$ cat config.mk
export PLATFORM = sky130hd
export DESIGN_NAME = hs_pwm_bank_flat
export DESIGN_NICKNAME = d
export VERILOG_FILES = /design/src/rtl/hs_pwm_bank_pkg.sv /design/src/rtl/hs_pwm_bank_if.sv /design/src/rtl/hs_pwm_bank_chan.sv /design/src/rtl/hs_pwm_bank.sv /design/src/flat_wrapper.sv
export SDC_FILE = /design/constraint.sdc
export NUM_CORES = 2
export LEC_CHECK = 0
export ABC_AREA = 0
export CORE_UTILIZATION = 60
export CTS_BUF_LIST = sky130_fd_sc_hd__clkbuf_8
export DETAILED_ROUTE_END_ITERATION = 8
export GPL_ROUTABILITY_DRIVEN = 0
export PLACE_DENSITY_LB_ADDON = 0.05
export SLEW_MARGIN = 15
export SYNTH_ARGS = -nofsm -noshare
export SYNTH_HDL_FRONTEND = slang
export SYNTH_HIERARCHICAL = 1
export SYNTH_SLANG_ARGS = --single-unit
export TNS_END_PERCENT = 10
$ cat constraint.sdc
create_clock -name sys_clk -period 4.9 [get_ports sys_clk]
set_input_delay 0.49 -clock sys_clk [delete_from_list [all_inputs] [get_ports sys_clk]]
set_output_delay 0.49 -clock sys_clk [all_outputs]
set_load 0.02 [all_outputs]
$ cat src/rtl/hs_pwm_bank_pkg.sv
// hs_pwm_pkg: function codes, broadcast channel id and channel FSM states.
package hs_pwm_pkg;
  localparam logic [7:0] F_PERIOD  = 8'h01;
  localparam logic [7:0] F_HIGH    = 8'h02;
  localparam logic [7:0] F_PHASE   = 8'h03;
  localparam logic [7:0] F_COUNT   = 8'h04;
  localparam logic [7:0] F_START   = 8'h10;
  localparam logic [7:0] F_STOP    = 8'h11;
  localparam logic [7:0] F_ARM     = 8'h12;
  localparam logic [7:0] BROADCAST = 8'hFF;
  typedef enum logic [1:0] {ST_IDLE, ST_ARMED, ST_DELAY, ST_RUN} pwm_state_e;
endpackage

$ cat src/rtl/hs_pwm_bank_if.sv
// hs_pwm_bank_if: decoded command packet bus.
//   cmd_valid one-cycle strobe, cmd_func function code, cmd_ch channel (FF = all), cmd_data payload.
interface hs_pwm_bank_if;
  logic        cmd_valid;
  logic [7:0]  cmd_func;
  logic [7:0]  cmd_ch;
  logic [31:0] cmd_data;
  modport master (output cmd_valid, cmd_func, cmd_ch, cmd_data);
  modport slave  (input  cmd_valid, cmd_func, cmd_ch, cmd_data);
endinterface

$ cat src/rtl/hs_pwm_bank_chan.sv
// hs_pwm_chan: one PWM channel with shadow/active config, IDLE/ARMED/DELAY/RUN FSM and counters.
//   cfg_we_i/cfg_sel_i/cfg_data_i config write (sel 0 period, 1 high, 2 phase, 3 count);
//   start_i/stop_i/arm_i/trig_i control strobes; pwm_o output, busy_o not idle, valid_o active config legal.
module hs_pwm_chan
  import hs_pwm_pkg::*;
#(
  parameter int CNT_W  = 16,
  parameter int PCNT_W = 8,
  parameter int DW     = 16
) (
  input  logic          sys_clk,
  input  logic          sys_rst_n,
  input  logic          cfg_we_i,
  input  logic [1:0]    cfg_sel_i,
  input  logic [DW-1:0] cfg_data_i,
  input  logic          start_i,
  input  logic          stop_i,
  input  logic          arm_i,
  input  logic          trig_i,
  output logic          pwm_o,
  output logic          busy_o,
  output logic          valid_o
);
  localparam logic [1:0] S_IDLE  = ST_IDLE;
  localparam logic [1:0] S_ARMED = ST_ARMED;
  localparam logic [1:0] S_DELAY = ST_DELAY;
  localparam logic [1:0] S_RUN   = ST_RUN;
  logic [1:0]        state_q, state_d;
  logic [CNT_W-1:0]  cnt_q, cnt_d, dly_q, dly_d;
  logic [CNT_W-1:0]  per_sh_q, per_sh_d, high_sh_q, high_sh_d, ph_sh_q, ph_sh_d;
  logic [CNT_W-1:0]  per_a_q, per_a_d, high_a_q, high_a_d;
  logic [PCNT_W-1:0] num_sh_q, num_sh_d, num_a_q, num_a_d, pulses_q, pulses_d;
  logic              pwm_q, pwm_d, launch, wrap;
  assign launch  = start_i | (trig_i & ~arm_i & (state_q == S_ARMED));
  assign wrap    = cnt_q >= per_a_q - CNT_W'(1);
  assign pwm_o   = pwm_q;
  assign busy_o  = state_q != S_IDLE;
  assign valid_o = (per_a_q >= CNT_W'(2)) && (high_a_q <= per_a_q);
  always_comb begin
    per_sh_d  = (cfg_we_i && cfg_sel_i == 2'd0) ? cfg_data_i[CNT_W-1:0] : per_sh_q;
    high_sh_d = (cfg_we_i && cfg_sel_i == 2'd1) ? cfg_data_i[CNT_W-1:0] : high_sh_q;
    ph_sh_d   = (cfg_we_i && cfg_sel_i == 2'd2) ? cfg_data_i[CNT_W-1:0] : ph_sh_q;
    num_sh_d  = (cfg_we_i && cfg_sel_i == 2'd3) ? cfg_data_i[PCNT_W-1:0] : num_sh_q;
    state_d   = state_q;
    cnt_d     = cnt_q;
    dly_d     = dly_q;
    pulses_d  = pulses_q;
    per_a_d   = per_a_q;
    high_a_d  = high_a_q;
    num_a_d   = num_a_q;
    if (stop_i) state_d = S_IDLE;
    else if (launch) begin
      state_d  = (ph_sh_q != '0) ? S_DELAY : S_RUN;
      cnt_d    = '0;
      dly_d    = ph_sh_q - CNT_W'(1);
      pulses_d = '0;
      num_a_d  = num_sh_q;
    end else if (arm_i) state_d = S_ARMED;
    else if (state_q == S_IDLE) begin
      per_a_d  = per_sh_q;
      high_a_d = high_sh_q;
      num_a_d  = num_sh_q;
    end else if (state_q == S_DELAY) begin
      state_d = (dly_q == '0) ? S_RUN : S_DELAY;
      dly_d   = dly_q - CNT_W'(1);
      cnt_d   = '0;
    end else if (state_q == S_RUN && wrap) begin
      // a period/high write landing on the wrap cycle takes effect at this wrap
      cnt_d    = '0;
      pulses_d = pulses_q + PCNT_W'(1);
      per_a_d  = per_sh_d;
      high_a_d = high_sh_d;
      state_d  = (num_a_q != '0 && pulses_d == num_a_q) ? S_IDLE : S_RUN;
    end else if (state_q == S_RUN) cnt_d = cnt_q + CNT_W'(1);
    pwm_d = (state_d == S_RUN) && (cnt_d < high_a_d);
  end
  always_ff @(posedge sys_clk or negedge sys_rst_n) begin
    if (!sys_rst_n) begin
      {state_q, cnt_q, dly_q, pulses_q, pwm_q} <= '0;
      {per_sh_q, high_sh_q, ph_sh_q, num_sh_q} <= '0;
      {per_a_q, high_a_q, num_a_q} <= '0;
    end else begin
      {state_q, cnt_q, dly_q, pulses_q, pwm_q} <= {state_d, cnt_d, dly_d, pulses_d, pwm_d};
      {per_sh_q, high_sh_q, ph_sh_q, num_sh_q} <= {per_sh_d, high_sh_d, ph_sh_d, num_sh_d};
      {per_a_q, high_a_q, num_a_q} <= {per_a_d, high_a_d, num_a_d};
    end
  end
endmodule

$ cat src/rtl/hs_pwm_bank.sv
// hs_pwm_bank: N-channel pulse-train generator; command decode, mask checks, trigger edge detect, cmd_err.
//   cmd command bus (slave), trig_in synchronous start trigger;
//   pwm_out channel outputs, pwm_busy channel not idle, pwm_valid config legal, cmd_err illegal-command pulse.
module hs_pwm_bank
  import hs_pwm_pkg::*;
#(
  parameter int NUM_CH = 8,
  parameter int CNT_W  = 16,
  parameter int PCNT_W = 8
) (
  input  logic              sys_clk,
  input  logic              sys_rst_n,
  hs_pwm_bank_if.slave      cmd,
  input  logic              trig_in,
  output logic [NUM_CH-1:0] pwm_out,
  output logic [NUM_CH-1:0] pwm_busy,
  output logic [NUM_CH-1:0] pwm_valid,
  output logic              cmd_err
);
  localparam int DW = (CNT_W > PCNT_W) ? CNT_W : PCNT_W;
  logic              is_cfg, is_start, is_stop, is_arm, is_mask, ch_bad, mask_bad, err_d;
  logic              trig_q, rise_q, cmd_err_q;
  logic [NUM_CH-1:0] mask, start_v, stop_v, arm_v;
  assign is_cfg   = cmd.cmd_func inside {F_PERIOD, F_HIGH, F_PHASE, F_COUNT};
  assign is_start = cmd.cmd_func == F_START;
  assign is_stop  = cmd.cmd_func == F_STOP;
  assign is_arm   = cmd.cmd_func == F_ARM;
  assign is_mask  = is_start | is_stop | is_arm;
  assign ch_bad   = (32'(cmd.cmd_ch) >= NUM_CH) && (cmd.cmd_ch != BROADCAST);
  assign mask     = cmd.cmd_data[NUM_CH-1:0];
  assign mask_bad = is_mask && ((cmd.cmd_data >> NUM_CH) != '0);
  // START/ARM silently skip channels whose active config is illegal
  assign start_v  = {NUM_CH{cmd.cmd_valid & is_start}} & mask & pwm_valid;
  assign stop_v   = {NUM_CH{cmd.cmd_valid & is_stop}} & mask;
  assign arm_v    = {NUM_CH{cmd.cmd_valid & is_arm}} & mask & pwm_valid;
  assign err_d    = cmd.cmd_valid & (~(is_cfg | is_mask) | (is_cfg & ch_bad) | mask_bad |
                    ((is_start | is_arm) & |(mask & ~pwm_valid)));
  assign cmd_err  = cmd_err_q;
  // rise_q is a registered edge pulse, so launch lands one cycle after trig_in is first seen high
  always_ff @(posedge sys_clk or negedge sys_rst_n) begin
    if (!sys_rst_n) {trig_q, rise_q, cmd_err_q} <= '0;
    else {trig_q, rise_q, cmd_err_q} <= {trig_in, trig_in & ~trig_q, err_d};
  end
  for (genvar i = 0; i < NUM_CH; i++) begin : g_ch
    hs_pwm_chan #(.CNT_W(CNT_W), .PCNT_W(PCNT_W), .DW(DW)) u_ch (
      .sys_clk    (sys_clk),
      .sys_rst_n  (sys_rst_n),
      .cfg_we_i   (cmd.cmd_valid & is_cfg & (cmd.cmd_ch == BROADCAST || cmd.cmd_ch == 8'(i))),
      .cfg_sel_i  (cmd.cmd_func[1:0] - 2'd1),
      .cfg_data_i (cmd.cmd_data[DW-1:0]),
      .start_i    (start_v[i]),
      .stop_i     (stop_v[i]),
      .arm_i      (arm_v[i]),
      .trig_i     (rise_q),
      .pwm_o      (pwm_out[i]),
      .busy_o     (pwm_busy[i]),
      .valid_o    (pwm_valid[i])
    );
  end
endmodule

$ cat src/flat_wrapper.sv
// flat-port wrapper written by rule: the top's interface ports become plain ports
module hs_pwm_bank_flat import hs_pwm_pkg::*;
#(
  parameter int NUM_CH = 8,
  parameter int CNT_W  = 16,
  parameter int PCNT_W = 8
)
  (sys_clk, sys_rst_n, trig_in, pwm_out, pwm_busy, pwm_valid, cmd_err, cmd_cmd_valid, cmd_cmd_func, cmd_cmd_ch, cmd_cmd_data);
  hs_pwm_bank_if cmd_i ();
  input  logic sys_clk;
  input  logic sys_rst_n;
  input  logic trig_in;
  output logic [NUM_CH-1:0] pwm_out;
  output logic [NUM_CH-1:0] pwm_busy;
  output logic [NUM_CH-1:0] pwm_valid;
  output logic cmd_err;
  input wire logic [$bits(cmd_i.cmd_valid)-1:0] cmd_cmd_valid;
  input wire logic [$bits(cmd_i.cmd_func)-1:0] cmd_cmd_func;
  input wire logic [$bits(cmd_i.cmd_ch)-1:0] cmd_cmd_ch;
  input wire logic [$bits(cmd_i.cmd_data)-1:0] cmd_cmd_data;
  assign cmd_i.cmd_valid = cmd_cmd_valid;
  assign cmd_i.cmd_func = cmd_cmd_func;
  assign cmd_i.cmd_ch = cmd_cmd_ch;
  assign cmd_i.cmd_data = cmd_cmd_data;
  hs_pwm_bank #(.NUM_CH(NUM_CH), .CNT_W(CNT_W), .PCNT_W(PCNT_W)) u_core (.sys_clk(sys_clk), .sys_rst_n(sys_rst_n), .cmd(cmd_i), .trig_in(trig_in), .pwm_out(pwm_out), .pwm_busy(pwm_busy), .pwm_valid(pwm_valid), .cmd_err(cmd_err));
endmodule
==> results.ini <==
[timing]
slew_viol_final = 0
setup_viol = 2
slew_headroom = 0.3396
worst_pin_slew_ns = 0.9905
fin_ws_ns = -0.01557
rsz0062_at_grt = true
final.setup_skew_ns = 0.03036
post-route-min-period_ns = 4.916
clock.fmax_mhz = 203.4
post-route-period-util = 1.003
hold_viol_final = 0

[grt]
grt_pass1_wl_mm = 310.5
gr-usage-met3 = 0.05816
grt.overflow.total = 0
grt_start_max_net_pins = 138
track_usage = 0.3455
antenna_found_initial = 13
busiest_layer = met2
grt_util_met1 = 0.4865
met2_usage = 0.5333
first_global_vias = 55540

[synthesis]
ys_seq_area_frac = 0.4131
yosysWarningCount = 6
synthCells = 6840
syn_nets = 7312
synth_top_area_share = 0.4131
ys.flop_type = dfrtp_1
synth-edff-count = 0
avgSynthCellArea_sq_um = 9.874
synth.distinct_cells = 109
synth_area_sq_um = 67540
synth_top_area_cell = dfrtp_1
async_flop_share = 1.000
synthTopCellsByArea = dfrtp_1 (41%), mux2_2 (9.0%), ha_1 (7.8%), mux2i_1 (3.3%), nor2_1 (2.9%)
ys_ff_latch = 1115

[setup_path]
critical-path-top-delay-family = compound AO/OA/AOI/OAI gates
endpoint_kind = flip-flop
path_class = flip-flop to flip-flop
crit_arrival_ns = 5.73
critical_path.cell_chain = nor4_2 -> buf_4 -> and2_4 -> nand2_4 -> nor4_4 -> xnor2_2 -> ha_1 -> buf_4 -> a221o_1 -> a221oi_2 -> o211ai_2 -> a211o_1 -> o41ai_2 -> buf_4 -> ha_1 -> a211oi_2 -> o21ai_1 -> o211ai_1 -> nand3_1 -> a211oi_2 -> buf_4
required_ns = 5.72
cp-start-kind = flip-flop
cpPeakStageDelay_ns = 0.42
path_buf_inv = 4
crit_top_cell = buf_4
critPathMaxFanout = 5
critPathSlowestCell = a211o_1

[clock_network]
cts_tree = yes
h-tree-depth = 4
clock-sinks = 1115
clock_latency_ns = 0.89
cts-buffers-inserted = 190
clk_pin_slew_ns = 0.07
cts-root-buf = clkbuf_8
cts_buffer_depth = 3

[layout]
drive_gt1_frac = 0.2424
fillerInstances = 8508
post_layout_nonfiller_instances = 9073
final_nets = 7901
synthToLayoutAreaGrowth_pct = 17.16
fin_util = 0.7120

[route]
wire_per_inst_um = 21.80
vias = 57470
drtAntennaViolNets = 0
wirelength_mm = 197.8
drt_pre_antenna_iters = 6
dr.first_iter.drc_count = 5190
vias_per_cell = 6.334
drc = 0

[die]
die_y_um = 337.5
die_w_um = 337.5
dieArea_sq_um = 113900
rows = 122
coreArea_sq_um = 111100
initial_core_util = 0.6077
ios = 77

[place]
port_buffers = 76
dp_hpwl_mm = 139.3
placedCellCount = 8682

[run]
maxCapViolations = 0

[pwr]
powerDensity_nw_per_um2 = 319.5
vdd_drop_max_uv = 237.7
p_leak_nw = 39.73

[run_status]
violations = negative setup slack
status = complete, but fails checks

[min_path]
hold_class = input pin to flip-flop

## cell usage in the layout (no fill, tap or decap), types with 24 or more instances in the layout
cell	n
xnor2_1	153
a22oi_2	47
clkinv_2	29
a21oi_1	357
a2111oi_0	29
buf_4	575
mux2_2	539
nand3_1	159
nand3b_1	24
o221a_2	26
nor2b_1	30
o21ai_1	51
buf_12	27
nand2b_1	56
clkdlybuf4s50_1	59
xor2_1	58
mux2i_1	222
inv_1	334
clkbuf_8	236
o21ai_0	320
nand4_1	138
nor3_1	166
inv_2	34
and3_1	63
nor2_1	493
a211oi_1	83
a22o_1	138
dfrtp_1	1111
o31ai_1	27
o21a_1	38
a22oi_1	66
a211o_1	38
nor4_1	104
and2_1	38
ha_1	415
nand2_1	480
or3_1	55
a31oi_1	81
a21o_1	107
## routing by layer
metal / vias to the layer above / share of wire / wire length [um]
li1: 26620 / - / -
met1: 28490 / 0.44 / 87960
met2: 1955 / 0.45 / 89390
met3: 411 / 0.067 / 13170
met4: 0 / 0.037 / 7253
met5: - / 0 / 0
## worst reg2reg max path, cell delays in order (launching register included)
cell      delay (ns)
dfrtp_1         0.40
nor4_2          0.31
buf_4           0.16
and2_4          0.15
nand2_4         0.07
nor4_4          0.19
xnor2_2         0.17
ha_1            0.28
buf_4           0.14
a221o_1         0.38
a221oi_2        0.38
o211ai_2        0.22
a211o_1         0.42
o41ai_2         0.29
buf_4           0.16
ha_1            0.24
a211oi_2        0.23
o21ai_1         0.10
o211ai_1        0.12
nand3_1         0.12
a211oi_2        0.21
buf_4           0.13
## synth_stat cells, types with 20 or more instances
library cell and number:
ha_1 420, xnor2_1 162, a22o_1 143, and4_1 23, a22oi_1 82, nor2b_1 33, or3_1 56, nand4_1 138
nor3_1 183, o41ai_1 20, o221a_2 26, a2111oi_0 32, a31oi_1 82, dfrtp_1 1115, inv_2 31, mux2_2 539
o21a_1 39, xor2_1 58, a22oi_2 31, o31ai_1 28, o211ai_1 20, a211o_1 40, nand3_1 161, mux2i_1 222
o21ai_1 41, nand2_1 492, a21oi_1 368, nand2b_1 56, clkbuf_1 205, a211oi_1 95, inv_1 290, and2_1 41
nor4_1 130, nor2_1 525, o21ai_0 353, a21o_1 107, nand3b_1 24, buf_2 66, and3_1 65
## per-stage QoR
stage / setup TNS [ns] / hold slack (ns) / worst slack, ns / instance area, sq um / power (W)
final: -0.02581 / 0.1653 / -0.01557 / 79120 / 0.02528
after global routing: -1.850 / 0.1178 / -0.3272 / 79110 / 0.02665
after CTS: -0.1223 / 0.04192 / -0.04032 / 77940 / 0.02520
after detailed placement: -1.929 / 0.3846 / -0.3737 / 73700 / 0.01629
after global placement: -1.226 / 0.3854 / -0.2533 / 73700 / 0.01609
after floorplan: -0.06240 / 0.1944 / -0.04164 / 67600 / 0.01434
## worst paths after layout
kind / cells after the start / end / from / slack [ns]
hold reg to reg: 1 / u_core/rise_q$_DFF_PN0_ / u_core/trig_q$_DFF_PN0_ / 0.42
hold / removal: 2 / u_core/g_ch[6].u_ch/high_sh_q[15]$_DFF_PN0_ / cmd_cmd_data[15] / 0.17
setup / recovery: 21 / u_core/g_ch[1].u_ch/pwm_o$_DFF_PN0_ / u_core/g_ch[1].u_ch/per_a_q[3]$_DFFE_PN0P_ / -0.02
min in group asynchronous: 2 / u_core/g_ch[2].u_ch/pulses_q[7]$_DFFE_PN0P_ / sys_rst_n / 0.22
max in group asynchronous: 3 / u_core/g_ch[4].u_ch/per_a_q[1]$_DFFE_PN0P_ / sys_rst_n / 3.39
setup reg to reg: 21 / u_core/g_ch[1].u_ch/pwm_o$_DFF_PN0_ / u_core/g_ch[1].u_ch/per_a_q[3]$_DFFE_PN0P_ / -0.02
## area by class of cell
class	instances	area (sq um)	share of cell area
inverters	321	1205	0.01523
clock inverters	100	716.9	0.009061
clock buffers	236	3248	0.04105
multi-input cells	5112	38480	0.4863
repair buffers	689	5678	0.07176
well taps	1488	1862	0.02353
flip-flops and latches	1115	27910	0.3527
diodes	12	30.03	0.0003795
## registers in the layout (all words and copies together) (netlist names)
register and cells:
u_core/g_ch.u_ch/cnt_q 128, u_core/g_ch.u_ch/dly_q 128, u_core/g_ch.u_ch/high_a_q 128, u_core/g_ch.u_ch/high_sh_q 128
u_core/g_ch.u_ch/per_a_q 128, u_core/g_ch.u_ch/per_sh_q 128, u_core/g_ch.u_ch/ph_sh_q 128, u_core/g_ch.u_ch/num_a_q 64
u_core/g_ch.u_ch/num_sh_q 64, u_core/g_ch.u_ch/pulses_q 64, u_core/g_ch.u_ch/state_q 16, u_core/g_ch.u_ch/pwm_o 8
u_core/cmd_err 1, u_core/rise_q 1, u_core/trig_q 1
## cell families after synthesis
group	after synthesis	synth area share
AO/OA/AOI/OAI	1691	0.1728
XOR/XNOR	221	0.02886
adder cells (fa/ha/maj)	421	0.07796
buffers and inverters	613	0.03640
flip-flops	1115	0.4131
multiplexers	761	0.1228
AND/OR/NAND/NOR	2018	0.1481
## timing repair
item,CTS,global route
setup buffers,4,38
hold buffers,2,0
setup endpoints to repair,7,15
gates resized for setup,46,215
cloned,0,0
endpoints found under the hold margin,64,0
pin swaps,23,134
## power by group
group | switching (W) | internal (W)
combinational | 0.00340 | 0.00243
sequential | 0.000827 | 0.00983
clock | 0.00398 | 0.00481
(Power assumes the default switching activity.)
